File: src/rtl/dsi_pixel_pkg.sv
// Shared types and CRC-16 helpers for the DSI pixel packer.
// The CRC items are only referenced when DSI_PIXEL_PACKER_CRC_EN is defined.
package dsi_pixel_pkg;

  typedef struct packed {
    logic [7:0] r;
    logic [7:0] g;
    logic [7:0] b;
  } rgb888_t;

  localparam logic [15:0] CRC16_POLY_REFL = 16'h8408;
  localparam logic [15:0] CRC16_INIT      = 16'hFFFF;

  // Reflected CRC-16 over one byte, LSB first.
  function automatic logic [15:0] crc16_byte(input logic [15:0] crc, input logic [7:0] data_byte);
    logic [15:0] c;
    c = crc ^ {8'h00, data_byte};
    for (int i = 0; i < 8; i++) begin
      c = c[0] ? ((c >> 1) ^ CRC16_POLY_REFL) : (c >> 1);
    end
    return c;
  endfunction

endpackage

File: src/rtl/dsi_pixel_packer_if.sv
// Pixel-in / word-out stream bundle of the DSI pixel packer, plus its error pulses.
// slave = the packer, master = the surrounding system (DMA source and packet sink).
interface dsi_pixel_packer_if;
  logic [31:0] in_data;
  logic        in_valid;
  logic        in_startofpacket;
  logic        in_endofpacket;
  logic        in_ready;

  logic [31:0] out_data;
  logic        out_valid;
  logic        out_startofline;
  logic        out_endofline;
  logic        out_startofframe;
  logic        out_endofframe;
  logic        out_ready;

  logic        err_resync;
  logic        err_eop;

  modport slave (
    input  in_data, in_valid, in_startofpacket, in_endofpacket, out_ready,
    output in_ready, out_data, out_valid, out_startofline, out_endofline,
           out_startofframe, out_endofframe, err_resync, err_eop
  );

  modport master (
    output in_data, in_valid, in_startofpacket, in_endofpacket, out_ready,
    input  in_ready, out_data, out_valid, out_startofline, out_endofline,
           out_startofframe, out_endofframe, err_resync, err_eop
  );
endinterface

File: src/rtl/dsi_crc16_word.sv
// Combinational CRC-16 update over one 32-bit word, byte0 first.
// Only built when DSI_PIXEL_PACKER_CRC_EN is defined, since only that build instantiates it.
`ifdef DSI_PIXEL_PACKER_CRC_EN
module dsi_crc16_word
  import dsi_pixel_pkg::*;
(
  input  logic [15:0] crc_i,
  input  logic [31:0] data_i,
  output logic [15:0] crc_o
);
  logic [4:0][15:0] chain;

  assign chain[0] = crc_i;
  for (genvar gi = 0; gi < 4; gi++) begin : g_byte
    assign chain[gi+1] = crc16_byte(chain[gi], data_i[8*gi +: 8]);
  end
  assign crc_o = chain[4];
endmodule
`endif

File: src/rtl/dsi_pixel_packer.sv
// Repacks XRGB8888 pixels (one per word) into DSI packed RGB888 words with line/frame flags.
// Define DSI_PIXEL_PACKER_CRC_EN to append a {16'h0, crc16} word after every line.
module dsi_pixel_packer
  import dsi_pixel_pkg::*;
#(
  parameter int PIXELS_PER_LINE = 480,
  parameter int LINES_PER_FRAME = 800
) (
  input  logic              clk,
  input  logic              rst_n,
  dsi_pixel_packer_if.slave bus
);
  localparam int PIX_W  = (PIXELS_PER_LINE > 1) ? $clog2(PIXELS_PER_LINE) : 1;
  localparam int LINE_W = (LINES_PER_FRAME > 1) ? $clog2(LINES_PER_FRAME) : 1;
  localparam logic [PIX_W-1:0]  PIX_LAST  = PIX_W'(PIXELS_PER_LINE - 1);
  localparam logic [LINE_W-1:0] LINE_LAST = LINE_W'(LINES_PER_FRAME - 1);
`ifdef DSI_PIXEL_PACKER_CRC_EN
  localparam logic CRC_EN = 1'b1;
`else
  localparam logic CRC_EN = 1'b0;
`endif

  logic [1:0]        ph_q, ph_d, eff_ph;
  logic [PIX_W-1:0]  pix_cnt_q, pix_cnt_d, eff_pix;
  logic [LINE_W-1:0] line_cnt_q, line_cnt_d, eff_line;
  logic [23:0]       res_q, res_d;
  logic [31:0]       out_data_q, out_data_d, word;
  logic              out_valid_q, out_valid_d;
  logic              sol_q, sol_d, eol_q, eol_d, sof_q, sof_d, eof_q, eof_d;
  logic              err_resync_q, err_resync_d, err_eop_q, err_eop_d;
  logic              in_ready, accept, out_hs, resync, line_end, frame_end, emit, first_word;
  logic              crc_load, crc_pending, crc_eof;
  logic [15:0]       crc_value;
  logic              unused_in_bits;
  rgb888_t           pix;

  assign pix            = rgb888_t'(bus.in_data[23:0]);
  assign unused_in_bits = ^bus.in_data[31:24];

  assign in_ready = (!out_valid_q || bus.out_ready) && !crc_pending;
  assign accept   = bus.in_valid && in_ready;
  assign out_hs   = out_valid_q && bus.out_ready;

  // A mid-frame SOP makes this pixel p0 of line 0; the counters are viewed as already restarted.
  assign resync     = bus.in_startofpacket && (pix_cnt_q != '0 || line_cnt_q != '0);
  assign eff_ph     = resync ? 2'd0 : ph_q;
  assign eff_pix    = resync ? '0 : pix_cnt_q;
  assign eff_line   = resync ? '0 : line_cnt_q;
  assign line_end   = (eff_pix == PIX_LAST);
  assign frame_end  = line_end && (eff_line == LINE_LAST);
  assign emit       = accept && (eff_ph != 2'd0);
  assign first_word = (eff_pix == PIX_W'(1));

  // Wire byte order is R, G, B; residue byte 0 is the oldest pending byte.
  always_comb begin
    word  = '0;
    res_d = res_q;
    case (eff_ph)
      2'd0: word = '0;
      2'd1: word = {pix.r, res_q[23:0]};
      2'd2: word = {pix.g, pix.r, res_q[15:0]};
      default: word = {pix.b, pix.g, pix.r, res_q[7:0]};
    endcase
    if (accept) begin
      case (eff_ph)
        2'd0: res_d = {pix.b, pix.g, pix.r};
        2'd1: res_d = {8'h00, pix.b, pix.g};
        2'd2: res_d = {16'h0000, pix.b};
        default: res_d = '0;
      endcase
    end
  end

  always_comb begin
    ph_d       = ph_q;
    pix_cnt_d  = pix_cnt_q;
    line_cnt_d = line_cnt_q;
    if (accept) begin
      ph_d       = eff_ph + 2'd1;
      pix_cnt_d  = line_end ? '0 : eff_pix + PIX_W'(1);
      line_cnt_d = !line_end ? eff_line : (eff_line == LINE_LAST) ? '0 : eff_line + LINE_W'(1);
    end
  end

  always_comb begin
    out_data_d  = out_data_q;
    out_valid_d = out_valid_q;
    sol_d       = sol_q;
    eol_d       = eol_q;
    sof_d       = sof_q;
    eof_d       = eof_q;
    if (out_hs) out_valid_d = 1'b0;
    if (emit) begin
      out_valid_d = 1'b1;
      out_data_d  = word;
      sol_d       = first_word;
      sof_d       = first_word && (eff_line == '0);
      eol_d       = !CRC_EN && line_end;
      eof_d       = !CRC_EN && frame_end;
    end else if (crc_load) begin
      out_valid_d = 1'b1;
      out_data_d  = {16'h0000, crc_value};
      sol_d       = 1'b0;
      sof_d       = 1'b0;
      eol_d       = 1'b1;
      eof_d       = crc_eof;
    end
  end

  assign err_resync_d = accept && resync;
  assign err_eop_d    = accept && (bus.in_endofpacket != frame_end);

  always_ff @(posedge clk or negedge rst_n) begin
    if (!rst_n) begin
      ph_q         <= '0;
      pix_cnt_q    <= '0;
      line_cnt_q   <= '0;
      res_q        <= '0;
      out_data_q   <= '0;
      out_valid_q  <= 1'b0;
      sol_q        <= 1'b0;
      eol_q        <= 1'b0;
      sof_q        <= 1'b0;
      eof_q        <= 1'b0;
      err_resync_q <= 1'b0;
      err_eop_q    <= 1'b0;
    end else begin
      ph_q         <= ph_d;
      pix_cnt_q    <= pix_cnt_d;
      line_cnt_q   <= line_cnt_d;
      res_q        <= res_d;
      out_data_q   <= out_data_d;
      out_valid_q  <= out_valid_d;
      sol_q        <= sol_d;
      eol_q        <= eol_d;
      sof_q        <= sof_d;
      eof_q        <= eof_d;
      err_resync_q <= err_resync_d;
      err_eop_q    <= err_eop_d;
    end
  end

`ifdef DSI_PIXEL_PACKER_CRC_EN
  logic [15:0] crc_q, crc_d, crc_base, crc_step;
  logic        crc_pending_q, crc_pending_d, crc_eof_q, crc_eof_d, crc_due_q, crc_due_d;

  // The first word of a line restarts the CRC; crc_due marks the last payload word in the output reg.
  assign crc_base = first_word ? CRC16_INIT : crc_q;

  dsi_crc16_word u_crc16_word (
    .crc_i  (crc_base),
    .data_i (word),
    .crc_o  (crc_step)
  );

  always_comb begin
    crc_d         = crc_q;
    crc_pending_d = crc_pending_q;
    crc_eof_d     = crc_eof_q;
    crc_due_d     = crc_due_q;
    if (out_hs && crc_due_q) begin
      crc_pending_d = 1'b1;
      crc_due_d     = 1'b0;
    end else if (out_hs && crc_pending_q) begin
      crc_pending_d = 1'b0;
    end
    if (emit) begin
      crc_d     = crc_step;
      crc_due_d = line_end;
      crc_eof_d = frame_end;
    end
  end

  always_ff @(posedge clk or negedge rst_n) begin
    if (!rst_n) begin
      crc_q         <= CRC16_INIT;
      crc_pending_q <= 1'b0;
      crc_eof_q     <= 1'b0;
      crc_due_q     <= 1'b0;
    end else begin
      crc_q         <= crc_d;
      crc_pending_q <= crc_pending_d;
      crc_eof_q     <= crc_eof_d;
      crc_due_q     <= crc_due_d;
    end
  end

  assign crc_load    = out_hs && crc_due_q;
  assign crc_pending = crc_pending_q;
  assign crc_value   = crc_q;
  assign crc_eof     = crc_eof_q;
`else
  assign crc_load    = 1'b0;
  assign crc_pending = 1'b0;
  assign crc_value   = '0;
  assign crc_eof     = 1'b0;
`endif

  assign bus.in_ready         = in_ready;
  assign bus.out_data         = out_data_q;
  assign bus.out_valid        = out_valid_q;
  assign bus.out_startofline  = sol_q;
  assign bus.out_endofline    = eol_q;
  assign bus.out_startofframe = sof_q;
  assign bus.out_endofframe   = eof_q;
  assign bus.err_resync       = err_resync_q;
  assign bus.err_eop          = err_eop_q;
endmodule

File: src/flat_wrapper.sv
// flat-port wrapper written by rule: the top's interface ports become plain ports
module dsi_pixel_packer_flat import dsi_pixel_pkg::*;
#(
  parameter int PIXELS_PER_LINE = 480,
  parameter int LINES_PER_FRAME = 800
)
  (clk, rst_n, bus_in_data, bus_in_valid, bus_in_startofpacket, bus_in_endofpacket, bus_out_ready, bus_in_ready, bus_out_data, bus_out_valid, bus_out_startofline, bus_out_endofline, bus_out_startofframe, bus_out_endofframe, bus_err_resync, bus_err_eop);
  dsi_pixel_packer_if bus_i ();
  input  logic clk;
  input  logic rst_n;
  input wire logic [$bits(bus_i.in_data)-1:0] bus_in_data;
  input wire logic [$bits(bus_i.in_valid)-1:0] bus_in_valid;
  input wire logic [$bits(bus_i.in_startofpacket)-1:0] bus_in_startofpacket;
  input wire logic [$bits(bus_i.in_endofpacket)-1:0] bus_in_endofpacket;
  input wire logic [$bits(bus_i.out_ready)-1:0] bus_out_ready;
  output wire logic [$bits(bus_i.in_ready)-1:0] bus_in_ready;
  output wire logic [$bits(bus_i.out_data)-1:0] bus_out_data;
  output wire logic [$bits(bus_i.out_valid)-1:0] bus_out_valid;
  output wire logic [$bits(bus_i.out_startofline)-1:0] bus_out_startofline;
  output wire logic [$bits(bus_i.out_endofline)-1:0] bus_out_endofline;
  output wire logic [$bits(bus_i.out_startofframe)-1:0] bus_out_startofframe;
  output wire logic [$bits(bus_i.out_endofframe)-1:0] bus_out_endofframe;
  output wire logic [$bits(bus_i.err_resync)-1:0] bus_err_resync;
  output wire logic [$bits(bus_i.err_eop)-1:0] bus_err_eop;
  assign bus_i.in_data = bus_in_data;
  assign bus_i.in_valid = bus_in_valid;
  assign bus_i.in_startofpacket = bus_in_startofpacket;
  assign bus_i.in_endofpacket = bus_in_endofpacket;
  assign bus_i.out_ready = bus_out_ready;
  assign bus_in_ready = bus_i.in_ready;
  assign bus_out_data = bus_i.out_data;
  assign bus_out_valid = bus_i.out_valid;
  assign bus_out_startofline = bus_i.out_startofline;
  assign bus_out_endofline = bus_i.out_endofline;
  assign bus_out_startofframe = bus_i.out_startofframe;
  assign bus_out_endofframe = bus_i.out_endofframe;
  assign bus_err_resync = bus_i.err_resync;
  assign bus_err_eop = bus_i.err_eop;
  dsi_pixel_packer #(.PIXELS_PER_LINE(PIXELS_PER_LINE), .LINES_PER_FRAME(LINES_PER_FRAME)) u_core (.clk(clk), .rst_n(rst_n), .bus(bus_i));
endmodule
File: config.mk
export PLATFORM = sky130hd
export DESIGN_NAME = dsi_pixel_packer_flat
export DESIGN_NICKNAME = d
export VERILOG_FILES = /design/src/rtl/dsi_pixel_pkg.sv /design/src/rtl/dsi_pixel_packer_if.sv /design/src/rtl/dsi_crc16_word.sv /design/src/rtl/dsi_pixel_packer.sv /design/src/flat_wrapper.sv
export SDC_FILE = /design/constraint.sdc
export NUM_CORES = 1
export LEC_CHECK = 0
export ABC_CLOCK_PERIOD_IN_PS = 4700
export CORE_MARGIN = 10
export CORE_UTILIZATION = 29
export CTS_CLUSTER_DIAMETER = 60
export CTS_CLUSTER_SIZE = 25
export DETAILED_ROUTE_END_ITERATION = 10
export GPL_TIMING_DRIVEN = 0
export HOLD_SLACK_MARGIN = 0.15
export PLACE_DENSITY = 0.58
export SKIP_LAST_GASP = 1
export SLEW_MARGIN = 20
export SYNTH_ARGS = -nofsm -noshare
export SYNTH_HDL_FRONTEND = slang
export SYNTH_HIERARCHICAL = 1
export SYNTH_SLANG_ARGS = --single-unit
File: constraint.sdc
create_clock -name clk -period 4.7 [get_ports clk]
set_clock_uncertainty 0.15 [all_clocks]
set_input_delay 1.175 -clock clk [delete_from_list [all_inputs] [get_ports clk]]
set_output_delay 1.175 -clock clk [all_outputs]
set_load 0.02 [all_outputs]
==> results.tsv <==
stage	metric	value	unit
worst_setup_path	worst_ep_arrival_time	4.19	ns
worst_setup_path	cpPeakStageDelay	0.51	ns
die	floorplan.die_area	0.01970	mm^2
layout	final_core_utilization	0.3888	
die	placement_rows	43	
clock_network	worst_setup_hold_path_clk_slew	0.06	ns
clock_network	cts.repair_timing.setup_buffer_count	0	
route	vias	3796	
route	wirelength	13310	um
placed_design	routability_congestion_estimate_from_global_placement	0.8985	
die	num_ports	78	
synth	synth-edff-count	0	
synth	synth_area_leader_cell	sky130_fd_sc_hd__dfrtp_1	
global_routing	grt.met1_usage	0.1758	
placed_design	placedCellCount	693	
placed_design	hpwl	9796	um
power_and_ir_drop	power.static_leakage	2.300	nW
synth	synth_fp_nets	487	
clock_network	cts_tree	yes	
power_and_ir_drop	power.density_cell_area	602.3	mW/mm^2
timing	max_freq	241.5	MHz
power_and_ir_drop	vdd.ir_drop.worst	0.2754	mV
timing	share_of_the_clock_period_used_by_the_worst_path_after_layout	0.8811	
timing	slew_headroom	0.4685	
die	coreArea	0.01404	mm^2
layout	antenna_cells	0	
route	drt_iter0_markers	308	
global_routing	use_met3	0.03347	
global_routing	via_count_of_the_first_global_routing_pass	3904	
clock_network	clock_latency	0.34	ns
synth	synth_flop_cell	sky130_fd_sc_hd__dfrtp_1	
global_routing	grt_first_pass_wirelength	21390	um
synth	ys_top_cells_by_count	sky130_fd_sc_hd__dfrtp_1, sky130_fd_sc_hd__nand2_1, sky130_fd_sc_hd__o21ai_0	
worst_setup_path	most_frequent_cp_cell	sky130_fd_sc_hd__clkbuf_1	
global_routing	grt_max_degree	49	
job	cap_viol_max_count	0	
status	outcome	completed	
die	die_y	140.4	um
worst_setup_path	path_cells	clkdlybuf4s50_1 > clkbuf_8 > o41ai_4 > and2_2 > inv_1 > ha_1 > clkbuf_1 > nand2b_1 > clkbuf_1 > clkbuf_1 > o21ai_0	
timing	rsz0062_at_grt	no	
layout	design.final.nets	568	
worst_setup_path	critical_path.slowest_cell	sky130_fd_sc_hd__clkdlybuf4s50_1	
timing	setup_viol	0	
synth	ys_async_rst_share	1.000	
layout	finalNonFillerCells	709	
clock_network	clock-sinks	84	
route	dr.pass1.iters	6	
timing	drv_slew	0	
synth	yosysMostFrequentCell	sky130_fd_sc_hd__dfrtp_1	
route	detail-route-antenna-nets	0	
route	drc_errors	0	
clock_network	cts.root.buffer_cell	sky130_fd_sc_hd__clkbuf_16	
clock_network	cts_htree_levels	3	
route	post_drt_via_cell_ratio	5.354	
synth	ys_seq_area_frac	0.5004	
synth	yosys.cell_types.count	46	
synth	synth_top_cell_area_share	0.5004	
clock_network	holdBufCountCts	0	
worst_setup_path	timing.critical_path.from_type	input port	
timing	final_period_minus_worst_setup_slack	4.141	ns
global_routing	grt_most_used_layer	met2	
layout	layout-drive-gt1-share	0.07940	
layout	seqCellArea	0.002102	mm^2
synth	synth.top_cells.by_area	sky130_fd_sc_hd__dfrtp_1, sky130_fd_sc_hd__o21ai_0, sky130_fd_sc_hd__nand2_1, sky130_fd_sc_hd__a22oi_1, sky130_fd_sc_hd__a21oi_1	
timing	report.final.hold_viol_count	0	
layout	layout-area-overhead-vs-synth	30.00	%
global_routing	antenna_found_initial	0	
timing	worst_slew_pin_slew	0.7946	ns
worst_setup_path	crit_path_max_fanout	10	
worst_setup_path	endpoint_kind	flop	
synth	synthesis.area	0.004200	mm^2
die	die_w	140.4	um
hold_path	min-delay-path-class	flop to flop	
route	routed_wire_length_per_instance	18.77	um
layout	num-fill-cells	1385	
layout	multi_input_area	0.001872	mm^2
clock_network	numCtsBuffers	9	
global_routing	global_route.overflow_total	0	
die	initial_core_util	0.2991	
clock_network	cts.path.max_buffers	2	
synth	synth.yosys.warnings	6	
layout	finished_layout_cell_area	0.005460	mm^2
clock_network	postCtsResizedCells	0	
global_routing	grt_use_met2	0.2010	
global_routing	groute.usage.overall	0.1338	
synth	syn-instance-count	443	
placed_design	placed_area	0.005134	mm^2
worst_setup_path	timing_worst_setup_path_type	input port to flop	
synth	synth.avg_cell_area	9.481	um^2
synth	postSynthRegisterBits	84	
worst_setup_path	crit_required	4.74	ns
placed_design	buffer_ports.inserted	69	
sequential cells by signal (all words and copies together), names as in the netlist:
register,cells
u_core/ph_q,2
u_core/bus.err_eop,1
u_core/bus.out_endofline,1
u_core/bus.out_data,32
u_core/line_cnt_q,10
u_core/res_q,24
u_core/bus.out_startofline,1
u_core/pix_cnt_q,9
u_core/bus.out_valid,1
u_core/bus.err_resync,1
u_core/bus.out_startofframe,1
u_core/bus.out_endofframe,1
worst max-delay path: cells and delay by family:
family	cells	cell delay, ns
simple gates	2	0.45
compound gates	2	0.37
fa+ha+maj	1	0.14
buf+inv	6	2.02
path summary, 6_finish.rpt:
| path | cells after the start | slack, ns | endpoint | startpoint |
|---|---|---|---|---|
| setup / recovery | 11 | 0.56 | u_core/bus.out_data[13] | bus_in_startofpacket |
| hold / removal | 2 | 0.33 | u_core/bus.out_data[5] | u_core/bus.out_data[5] |
| setup reg to reg | 14 | 0.79 | u_core/res_q[15] | u_core/line_cnt_q[0] |
| hold reg to reg | 2 | 0.33 | u_core/bus.out_data[5] | u_core/bus.out_data[5] |
| max in group asynchronous | 2 | 3.06 | u_core/bus.out_data[16] | rst_n |
| min in group asynchronous | 1 | 0.70 | u_core/line_cnt_q[7] | rst_n |
area by class of cell:
| cell class | count | area share |
|---|---|---|
| inverter | 9 | 0.006187 |
| buffer | 36 | 0.03529 |
| multi-input combinational | 314 | 0.3428 |
| clock buffer | 10 | 0.04377 |
| tap | 180 | 0.04125 |
| clock inverter | 6 | 0.01604 |
| sequential | 84 | 0.3850 |
| timing repair buffer | 70 | 0.1297 |
layer usage:
layer	routed length [um]	part of all wire
met1	6038	0.45
met2	5963	0.45
met3	983	0.074
met4	325	0.024
met5	0	0
cells in the final DEF (no fill, tap or decap), types with 3 or more instances in the layout:
master                            synthesis  routed
sky130_fd_sc_hd__mux2i_1                  4       4
sky130_fd_sc_hd__a21oi_1                 27      27
sky130_fd_sc_hd__clkbuf_16                0       9
sky130_fd_sc_hd__clkdlybuf4s50_1          0      68
sky130_fd_sc_hd__nand4_1                  4       4
sky130_fd_sc_hd__nand3_1                 12      12
sky130_fd_sc_hd__a222oi_1                 8       8
sky130_fd_sc_hd__and3_1                  12      12
sky130_fd_sc_hd__o21ai_0                 54      54
sky130_fd_sc_hd__dfrtp_1                 84      84
sky130_fd_sc_hd__nand2b_1                 4       4
sky130_fd_sc_hd__a221o_1                  8       8
sky130_fd_sc_hd__clkbuf_1                25      25
sky130_fd_sc_hd__nor2b_1                  4       4
sky130_fd_sc_hd__a22oi_1                 24      24
sky130_fd_sc_hd__nor3_1                   7       7
sky130_fd_sc_hd__nand2_1                 69      69
sky130_fd_sc_hd__inv_1                    9       9
sky130_fd_sc_hd__nor2_1                  25      25
sky130_fd_sc_hd__ha_1                     6       6
sky130_fd_sc_hd__buf_1                    3       3
sky130_fd_sc_hd__a22o_1                   9       9
sky130_fd_sc_hd__clkbuf_8                 4       5
sky130_fd_sc_hd__clkinvlp_4               0       3
sky130_fd_sc_hd__a31oi_1                  7       7
power by group:
part	total [mW]	internal, mW	switching [mW]
sequential	1.12	0.962	0.156
clock	0.779	0.479	0.300
combinational	1.39	0.551	0.841
total	3.29	1.99	1.30
logic make-up (layout without fill, tap and decap cells):
family / Yosys count / after routing / share of synthesized area
AND/OR/NAND/NOR: 157 / 157 / 0.1841
multiplexers: 5 / 5 / 0.01221
buffers and inverters: 45 / 131 / 0.05392
XOR/XNOR: 1 / 1 / 0.002086
AO/OA/AOI/OAI: 145 / 145 / 0.2294
adder cells (fa/ha/maj): 6 / 6 / 0.01787
flip-flops: 84 / 84 / 0.5004
stage by stage:
step                      setup WS [ns]  hold WS (ns)  TNS [ns]  power (mW)
after global routing             0.3382        0.3578         0       3.511
after floorplan                   1.434        0.2917         0       1.916
after CTS                        0.6066        0.3375         0       3.309
final                            0.5590        0.3267         0       3.289
after detailed placement         0.2403        0.3229         0       2.516
after global placement          -0.7782        0.3067    -64.94       2.488
Note: power is estimated with default switching activity, not from simulation.
